<file path="config.mk">
export PLATFORM = sky130hd
export DESIGN_NAME = hwrandom_pool
export DESIGN_NICKNAME = d
export VERILOG_FILES = /design/src/rtl/hwrandom_pool.sv
export SDC_FILE = /design/constraint.sdc
export NUM_CORES = 1
export LEC_CHECK = 0
export CAP_MARGIN = 10
export CORE_AREA = 8 8 181 183
export DETAILED_ROUTE_END_ITERATION = 7
export DIE_AREA = 0 0 189 191
export PLACE_DENSITY = 0.58
export SKIP_CTS_REPAIR_TIMING = 1
export SLEW_MARGIN = 10
export SYNTH_ARGS = -nofsm -noshare
export SYNTH_HDL_FRONTEND = slang
export SYNTH_SLANG_ARGS = --single-unit
</file>
<file path="constraint.sdc">
create_clock -name clk -period 2.9 [get_ports clk]
set_input_delay 0.29 -clock clk [delete_from_list [all_inputs] [get_ports clk]]
set_output_delay 0.29 -clock clk [all_outputs]
set_load 0.03 [all_outputs]
</file>
<file path="src/rtl/hwrandom_pool.sv">
// Purpose : XOR/sync raw oscillator bits, Von Neumann de-bias them, pack them into words, buffer the words, and dispatch them round-robin.
// Latency : raw input to de-biased bit is 2-3 cycles; last bit of a word to the earliest out_start is 2 cycles.
// Backpressure: dispatch waits on the current port while its out_ready is low; a push into a full FIFO is dropped.
// Ports   : clk, reset (async, active-low); raw_bits[NUM_SOURCES]; health_clear (pulse);
//           out_word/out_start[NUM_PORTS]/out_ready[NUM_PORTS] (start/ready transmitters); fifo_level; health_fail (sticky).
// Option  : define HWRANDOM_POOL_DROP_COUNT_EN to add drop_count[15:0], a saturating count of words dropped on a full FIFO.

module hwrandom_pool_fifo #(
    parameter int WIDTH = 8,
    parameter int DEPTH = 16
) (
    input  logic                   clk,
    input  logic                   reset,
    input  logic                   flush_i,
    input  logic                   push_vld_i,
    input  logic [WIDTH-1:0]       push_dat_i,
    input  logic                   pop_i,
    output logic [WIDTH-1:0]       head_dat_o,
    output logic [$clog2(DEPTH):0] level_o
);
    localparam int AW = $clog2(DEPTH);

    logic [WIDTH-1:0] mem_q [DEPTH];
    logic [AW-1:0]    wr_ptr_q;
    logic [AW-1:0]    rd_ptr_q;
    logic [AW:0]      level_q;
    logic             do_pop;
    logic             do_push;

    // A full FIFO still accepts a push when a pop happens in the same cycle.
    always_comb begin
        do_pop  = pop_i && (level_q != '0);
        do_push = push_vld_i && ((level_q != (AW+1)'(DEPTH)) || do_pop);
    end

    always_ff @(posedge clk or negedge reset) begin
        if (!reset) begin
            wr_ptr_q <= '0;
            rd_ptr_q <= '0;
            level_q  <= '0;
        end else if (flush_i) begin
            wr_ptr_q <= '0;
            rd_ptr_q <= '0;
            level_q  <= '0;
        end else begin
            if (do_push) wr_ptr_q <= wr_ptr_q + AW'(1);
            if (do_pop)  rd_ptr_q <= rd_ptr_q + AW'(1);
            level_q <= level_q + (AW+1)'(do_push) - (AW+1)'(do_pop);
        end
    end

    always_ff @(posedge clk) begin
        if (do_push && !flush_i) mem_q[wr_ptr_q] <= push_dat_i;
    end

    assign head_dat_o = mem_q[rd_ptr_q];
    assign level_o    = level_q;
endmodule

module hwrandom_pool #(
    parameter int NUM_SOURCES = 241,
    parameter int WORD_WIDTH  = 8,
    parameter int FIFO_DEPTH  = 16,
    parameter int NUM_PORTS   = 1,
    parameter int REP_LIMIT   = 32
) (
    input  logic                        clk,
    input  logic                        reset,
    input  logic [NUM_SOURCES-1:0]      raw_bits,
    input  logic                        health_clear,
    output logic [WORD_WIDTH-1:0]       out_word,
    output logic [NUM_PORTS-1:0]        out_start,
    input  logic [NUM_PORTS-1:0]        out_ready,
    output logic [$clog2(FIFO_DEPTH):0] fifo_level,
    output logic                        health_fail
`ifdef HWRANDOM_POOL_DROP_COUNT_EN
    ,
    output logic [15:0]                 drop_count
`endif
);
    localparam int CW = (WORD_WIDTH > 1) ? $clog2(WORD_WIDTH) : 1;
    localparam int RW = $clog2(REP_LIMIT + 1);
    localparam int PW = (NUM_PORTS > 1) ? $clog2(NUM_PORTS) : 1;
    localparam int LW = $clog2(FIFO_DEPTH) + 1;

    // Sampling and de-bias
    logic                  sync1_q, sync2_q;
    logic                  phase_q;
    logic                  a_q;
    logic                  bit_vld;
    logic                  bit_dat;

    // Health test
    logic                  last_bit_q;
    logic [RW-1:0]         run_q;
    logic [RW-1:0]         run_inc;
    logic                  trip;
    logic                  fail_q;

    // Word assembly
    logic [WORD_WIDTH-1:0] word_q;
    logic [CW-1:0]         cnt_q;
    logic                  push_q;
    logic                  push_vld;

    // Buffer and dispatch
    logic [WORD_WIDTH-1:0] fifo_head;
    logic [LW-1:0]         fifo_lvl;
    logic                  fire;
    logic [PW-1:0]         ptr_q;
    logic [NUM_PORTS-1:0]  out_start_q;
    logic [WORD_WIDTH-1:0] out_word_q;

    // The oscillators are unrelated to clk, so only the XOR is synchronised.
    always_ff @(posedge clk or negedge reset) begin
        if (!reset) begin
            sync1_q <= 1'b0;
            sync2_q <= 1'b0;
            phase_q <= 1'b0;
            a_q     <= 1'b0;
        end else begin
            sync1_q <= ^raw_bits;
            sync2_q <= sync1_q;
            phase_q <= ~phase_q;
            if (!phase_q) a_q <= sync2_q;
        end
    end

    // Phase 1 holds the second sample of the pair; an unequal pair yields its first sample.
    always_comb begin
        bit_vld = phase_q && (a_q != sync2_q);
        bit_dat = a_q;
    end

    // A run count of 0 means "no previous bit", so the next bit always starts a run of 1.
    always_comb begin
        run_inc = RW'(1);
        if ((run_q != '0) && (bit_dat == last_bit_q)) begin
            run_inc = (run_q == RW'(REP_LIMIT)) ? run_q : run_q + RW'(1);
        end
        trip = bit_vld && (run_inc == RW'(REP_LIMIT));
    end

    always_ff @(posedge clk or negedge reset) begin
        if (!reset) begin
            fail_q     <= 1'b0;
            run_q      <= '0;
            last_bit_q <= 1'b0;
        end else if (trip) begin
            // A trip wins over a simultaneous health_clear.
            fail_q     <= 1'b1;
            run_q      <= run_inc;
            last_bit_q <= bit_dat;
        end else if (health_clear) begin
            fail_q <= 1'b0;
            run_q  <= '0;
        end else if (bit_vld) begin
            run_q      <= run_inc;
            last_bit_q <= bit_dat;
        end
    end

    // Bits are packed LSB first; the completed word is pushed one cycle later.
    // Nothing is assembled while the health test is failed, so a cleared pool starts on a fresh word.
    always_ff @(posedge clk or negedge reset) begin
        if (!reset) begin
            word_q <= '0;
            cnt_q  <= '0;
            push_q <= 1'b0;
        end else begin
            push_q <= 1'b0;
            if (trip || health_clear) begin
                cnt_q <= '0;
            end else if (bit_vld && !fail_q) begin
                word_q[cnt_q] <= bit_dat;
                if (cnt_q == CW'(WORD_WIDTH - 1)) begin
                    cnt_q  <= '0;
                    push_q <= 1'b1;
                end else begin
                    cnt_q <= cnt_q + CW'(1);
                end
            end
        end
    end

    assign push_vld = push_q && !fail_q;

    hwrandom_pool_fifo #(
        .WIDTH (WORD_WIDTH),
        .DEPTH (FIFO_DEPTH)
    ) u_fifo (
        .clk        (clk),
        .reset      (reset),
        .flush_i    (trip),
        .push_vld_i (push_vld),
        .push_dat_i (word_q),
        .pop_i      (fire),
        .head_dat_o (fifo_head),
        .level_o    (fifo_lvl)
    );

    // A start in the previous cycle blocks dispatch, so starts never land back to back.
    // The pointer only moves on a send, so a busy port is waited on rather than skipped.
    always_comb begin
        fire = (fifo_lvl != '0) && out_ready[ptr_q] && !fail_q && (out_start_q == '0);
    end

    always_ff @(posedge clk or negedge reset) begin
        if (!reset) begin
            ptr_q       <= '0;
            out_start_q <= '0;
            out_word_q  <= '0;
        end else begin
            out_start_q <= '0;
            if (fire) begin
                out_start_q <= NUM_PORTS'(1) << ptr_q;
                out_word_q  <= fifo_head;
                ptr_q       <= (ptr_q == PW'(NUM_PORTS - 1)) ? '0 : ptr_q + PW'(1);
            end
        end
    end

`ifdef HWRANDOM_POOL_DROP_COUNT_EN
    logic [15:0] drop_q;
    logic        drop;

    // Full and no pop this cycle is exactly when the FIFO refuses the push.
    always_comb begin
        drop = push_vld && (fifo_lvl == LW'(FIFO_DEPTH)) && !fire;
    end

    always_ff @(posedge clk or negedge reset) begin
        if (!reset) begin
            drop_q <= '0;
        end else if (health_clear) begin
            drop_q <= '0;
        end else if (drop && (drop_q != 16'hFFFF)) begin
            drop_q <= drop_q + 16'd1;
        end
    end

    assign drop_count = drop_q;
`endif

    assign out_word    = out_word_q;
    assign out_start   = out_start_q;
    assign fifo_level  = fifo_lvl;
    assign health_fail = fail_q;
endmodule

</file>
* Word level (Yosys, flattened, before mapping)
Memories as Yosys holds them, arrays and structs flattened. A register that Yosys moved wholly into a read port is not among the register bits. Cells that the tools add are included.
Storage, ports and cells: register bits after elaboration 39, memory bits (writable) 128, input bits 245, output and inout port bits 15, word-level logic and storage cells 94, memories 1
Memory list:
- u_fifo.mem_q | depth 16, bits a word 8, rd ports 1, clocked after Yosys merged registers in 1, write ports 1, RTL line 23 | logic [WIDTH-1:0] mem_q [DEPTH];
Cells by class: add/subtract/negate cells 7, order comparisons 3, equal/unequal tests 7, shift operators 1, muxes and demuxes 29, bitwise gates (word level) 3, reductions and logical operators 28
Operator list (number):
- 241-bit parity | 1
- 6-bit 2-to-1 mux | 5
- 4-bit 2-to-1 mux | 4
- 1-bit 2-to-1 mux | 14
- 6-bit == test (second input constant) | 2
- 1-bit logical AND | 12
- 2-bit nonzero test | 5
- 3-bit 2-to-1 mux | 3
- 4-bit by 1-bit adder with 4-bit output (second input constant) | 2
- 8-bit bitwise mux | 1
- 6-bit by 1-bit adder with 6-bit output (second input constant) | 1
- 6-bit nonzero test | 1
- 5-bit by 1-bit adder with 5-bit output | 1
- 5-bit 2-to-1 mux | 1
- 5-bit != test (second input constant) | 1
- 5-bit nonzero test | 1
- 5-bit by 1-bit subtractor with 5-bit output | 1
- 3-bit by 4-bit < comparator with 1-bit output (second input constant) | 1
- 2-bit AND reduction | 2
- 3-bit by 1-bit adder with 3-bit output (second input constant) | 1
- 1-bit demux with 3-bit select | 1
- 3-bit == test (second input constant) | 1
- 3-bit by 1-bit greater-or-equal comparator with 1-bit output (second input constant) | 1
- 1-bit zero test | 3
- 9 further kinds | 12

* Logic depth before layout (Yosys ltp)
depth after elaboration 11, depth in mapped cells 14, mapped depth without buffers 13

* Modules after synthesis
A second synthesis with hierarchy kept.
Second synthesis, totals: cell total of the unflattened synthesis 743, area, all modules 9726.8 µm²
By module, submodules not included:
- hwrandom_pool_fifo | instances 1, cells an instance 336, area an instance 5918.2 µm², sequential area each 4169.0 µm²
- hwrandom_pool | instances 1, cells an instance 407, area an instance 3808.7 µm², sequential area each 825.8 µm²

* Worst setup path after synthesis
OpenSTA, ideal clock, no wires.
kind register to register, start register u_fifo.level_q[2] (netlist: u_fifo.level_o[2]), end register u_fifo.level_q[4] (netlist: u_fifo.level_o[4]), library setup time 0.126 ns, arrival 2.907 ns, required time 2.774 ns, setup slack -0.133 ns, stages on the path, launching flop included 15, clock period less this slack 3.033 ns, cells stage by stage dfrtp_1 -> inv_1 -> ha_1 -> a311oi_1 -> clkbuf_1 -> ha_1 -> inv_1 -> ha_1 -> inv_1 -> fa_1 -> inv_1 -> a21oi_1 -> nor2_1 -> or3_1 -> a21oi_1
On the way: word-level cells in the longest chain between the ends 10, elaborated cells between the ends (all ways) 11
RTL lines:
- from (decl) | RTL line 26 | logic [AW:0] level_q;
- from (signal assigned) | RTL line 48 | level_q <= level_q + (AW+1)'(do_push) - (AW+1)'(do_pop);
- 5-bit nonzero test | RTL line 32, 205
- 1-bit logical AND (3 in a row) | RTL line 205 | fire = (fifo_lvl != '0) && out_ready[ptr_q] && !fail_q && (out_start_q == '0);
- 1-bit logical AND | RTL line 32 | do_pop = pop_i && (level_q != '0);
- 1-bit logical OR | RTL line 33 | do_push = push_vld_i && ((level_q != (AW+1)'(DEPTH)) || do_pop);
- 1-bit logical AND | RTL line 33
- 5-bit by 1-bit adder with 5-bit output | RTL line 48
- 5-bit by 1-bit subtractor with 5-bit output (*) | RTL line 48
- 5-bit 2-to-1 mux (*) | RTL line 41 | end else if (flush_i) begin
Mark *: on every way between the ends. The rest lies on a longest branch, timed or not. A chain may end at the register's enable or synchronous reset.

* Worst setup path in the final report
start register run_q[0], end register word_q[6]
On the way: word-level cells in the longest chain between the ends 8, elaborated cells between the ends (all ways) 11
RTL lines:
- from (decl) | RTL line 95 | logic [RW-1:0] run_q;
- from (signal assigned) | RTL line 152 | run_q <= run_inc;
- from (signal assigned) | RTL line 158 | run_q <= run_inc;
- 6-bit by 1-bit adder with 6-bit output, or another cell as far along | RTL line 139 | run_inc = (run_q == RW'(REP_LIMIT)) ? run_q : run_q + RW'(1);
- 6-bit 2-to-1 mux / 1-bit logical AND (equally long branches) | RTL line 139, 138
- 6-bit 2-to-1 mux (*) | RTL line 138 | if ((run_q != '0) && (bit_dat == last_bit_q)) begin
- 6-bit == test (*) | RTL line 141 | trip = bit_vld && (run_inc == RW'(REP_LIMIT));
- 1-bit logical AND (*) | RTL line 141
- 1-bit logical OR (*) | RTL line 172 | if (trip || health_clear) begin
- 1-bit inverter (no line) (*)
- 2-bit AND reduction (no line) (*)
- to (signal, indexed assignment) | RTL line 175 | word_q[cnt_q] <= bit_dat;
- to (decl) | RTL line 101 | logic [WORD_WIDTH-1:0] word_q;
Marked as above.

==> flow_metrics.env <==
export IMPL_synth_main_ff_cell="edfxtp_1"
export IMPL_synth_most_common_cell="xnor2_1"
export IMPL_synth_fp_nets=925
export IMPL_ys_top_cells_by_area="edfxtp_1 (41%), xnor2_1 (19%), dfrtp_1 (12%)"
export IMPL_power_total_uw=9712
export IMPL_fin_crit_sh_pct=91.89
export IMPL_pwr_share_clk_pct=25.6
export IMPL_drt_total_wl_mm=23.48
export IMPL_synthesis_instances=664
export IMPL_yosysWarnings=0
export IMPL_worstPathArrival_ns=2.97
export IMPL_grt_overflow=0
export IMPL_die_w_um=189
export IMPL_status="finished clean"
export IMPL_clock_latency_ns=0.43
export IMPL_hold_path_class="reg -> reg"
export IMPL_ir_drop_v=0.0004099
export IMPL_n_antenna_cell=0
export IMPL_fin_crit_ns=2.665
export IMPL_critical_path_class="reg -> reg"
export IMPL_slew_viol_final=0
export IMPL_drc=0
export IMPL_intPower_uw=6855
export IMPL_swShare_pct=29.42
export IMPL_worstPathMaxFanout=11
export IMPL_post_drt_wl_per_cell_um=17.24
export IMPL_initial_core_util_pct=31.36
export IMPL_clkSinkCount=174
export IMPL_dieArea_um2=36100
export IMPL_drt_initial_drc_count=152
export IMPL_numPortBuffers=259
export IMPL_finalSetupViolCount=0
export IMPL_vias_per_cell=4.356
export IMPL_grt_start_max_net_pins=36
export IMPL_end_kind="flip-flop"
export IMPL_fin_area_um2=13360
export IMPL_cts_tree="yes"
export IMPL_synth_edf_count=128
export IMPL_first_global_vias=6642
export IMPL_syn_avg_cell_area_um2=14.18
export IMPL_crit_path_start_kind="flip-flop"
export IMPL_combPwrFrac_pct=41.4
export IMPL_grt_pass1_wl_mm=36.92
export IMPL_slew_headroom_pct=48.36
export IMPL_final_setup_tns_ns=0
export IMPL_coreArea_um2=30030
export IMPL_postLayoutCoreUtil_pct=44.47
export IMPL_worst_pin_slew_ns=0.7717
export IMPL_first_pass_iters=4
export IMPL_p_per_area_nw_per_um2=727.2
export IMPL_dp_cells=1329
export IMPL_clock_skew_ns=0.01466
export IMPL_synth_top_cell_area_share_pct=40.82
export IMPL_drv_cap=0
export IMPL_postRouteAntennaNets=0
export IMPL_synth_top_cell_by_area="edfxtp_1"
export IMPL_dp_hpwl_mm=19.56
export IMPL_io_pins=260
export IMPL_synth_seq_cells=174
export IMPL_gp_congestion=0.7404
export IMPL_yosys_top_cells_count="xnor2_1 (204), edfxtp_1 (128), dfrtp_1 (46)"
export IMPL_ctsLongestPathBuffers=2
export IMPL_ys_seq_area_share_pct=53.04
export IMPL_ys_async_sr_fraction_pct=26.44
export IMPL_post_dp_cell_area_um2=12680
export IMPL_seqPwrFrac_pct=32.9
export IMPL_grt_usage_pct=13.36
export IMPL_rsz0062_at_grt="false"
export IMPL_cts_buffers=17
export IMPL_leakagePower_uw=0.004606
export IMPL_vias=5933
export IMPL_fin_cells=1362
export IMPL_required_ns=3.21
export IMPL_yosysUniqueCellTypes=43
export IMPL_cts_htree_levels=4
export IMPL_fmax_ghz=0.3752
export IMPL_p_sw_uw=2857
export IMPL_clock_root_buffer="clkbuf_16"
export IMPL_clkTransAtPathRegs_ns=0.07
export IMPL_drive_above_1_share_pct=12.94
export IMPL_fin_nets=1214
export IMPL_timing_final_hold_violations=0
export IMPL_num_rows=64
export IMPL_syn_area_um2=9417
export IMPL_antenna_found_initial=1
export IMPL_area_growth_pct=41.83
export IMPL_dieHeight_um=191
## power groups by stage
stage / Combinational [uW] / Sequential [uW] / Clock [uW]
2_1_floorplan: 2740 / 3320 / 0
3_3_place_gp: 4070 / 3250 / 0
3_5_place_dp: 4110 / 3260 / 0
4_1_cts: 4120 / 3210 / 2540
5_1_grt: 4400 / 3250 / 2640
6_report: 4020 / 3200 / 2490
## area by class of cell
type,instances,area (um^2)
well taps,396,495.5
inverters,17,63.81
multi-input cells,451,4298
repair buffers,292,2850
flip-flops and latches,174,4996
fillers,2761,16670
clock inverters,14,212.7
clock buffers,18,439.2
## layer usage
metal  GRT usage, %  up-vias  wire [um]
met5              0        -         10
met4          4.059        2        294
met3          4.907       19       1774
met2          25.06      186      12780
met1          13.64     2796       8623
li1               -     2930          -
## placed cells by master (no fill, tap or decap), types with 10 or more instances in the layout
master,Yosys,layout
a21oi_1,12,12
buf_4,0,31
clkbuf_16,0,17
clkdlybuf4s50_1,0,258
dfrtp_1,46,45
edfxtp_1,128,128
ha_1,15,15
inv_1,17,17
mux2_2,10,10
mux4_2,40,40
nand2_1,12,12
nor2_1,39,37
xnor2_1,204,204
xor2_1,36,36
## worst max-delay path: stages, from the launching register on
cell and delay (ns):
dfrtp_1 0.34, inv_1 0.06, ha_1 0.20, nor4b_2 0.17, buf_4 0.15, o21ai_0 0.13
mux2i_1 0.09, and4bb_2 0.27, buf_4 0.19, or2_1 0.27, nor4_1 0.32, mux2_1 0.35
## final timing paths
| check | startpoint | end | slack [ns] | cells after the start |
|---|---|---|---|---|
| setup / recovery | run_q[0]$_DFFE_PN0P_ | word_q[6]$_DFFE_PN0P_ | 0.24 | 11 |
| hold / removal | sync1_q$_DFF_PN0_ | sync2_q$_DFF_PN0_ | 0.40 | 0 |
| setup reg to reg | run_q[0]$_DFFE_PN0P_ | word_q[6]$_DFFE_PN0P_ | 0.24 | 11 |
| hold reg to reg | sync1_q$_DFF_PN0_ | sync2_q$_DFF_PN0_ | 0.40 | 0 |
| max in group asynchronous | reset | run_q[0]$_DFFE_PN0P_ | 1.74 | 3 |
| min in group asynchronous | reset | out_word[3]$_DFFE_PN0N_ | 0.41 | 2 |
## registers in the layout, summed over array words and instances (netlist names), 3 cells and up
register,cells
out_word,8
cnt_q,3
word_q,8
u_fifo.level_o,5
u_fifo.mem_q,128
u_fifo.wr_ptr_q,4
run_q,6
u_fifo.rd_ptr_q,4
## metrics by stage
stage	hold WS, ns	setup WS (ns)
final	0.3962	0.2351
after global placement	0.3498	0.04931
after floorplan	-0.005591	-0.03085
after global routing	0.4251	0.08658
after CTS	-0.1139	0.1076
after detailed placement	0.3513	0.02723
## cell families after synthesis
logic type	share of synthesized area (%)
flip-flops	53.04
multiplexers	12.16
XOR/XNOR	23.93
buffers and inverters	1.608
AND/OR/NAND/NOR	4.876
adder cells (fa/ha/maj)	2.206
AO/OA/AOI/OAI	2.179
Note: power is estimated with default switching activity, not from simulation.
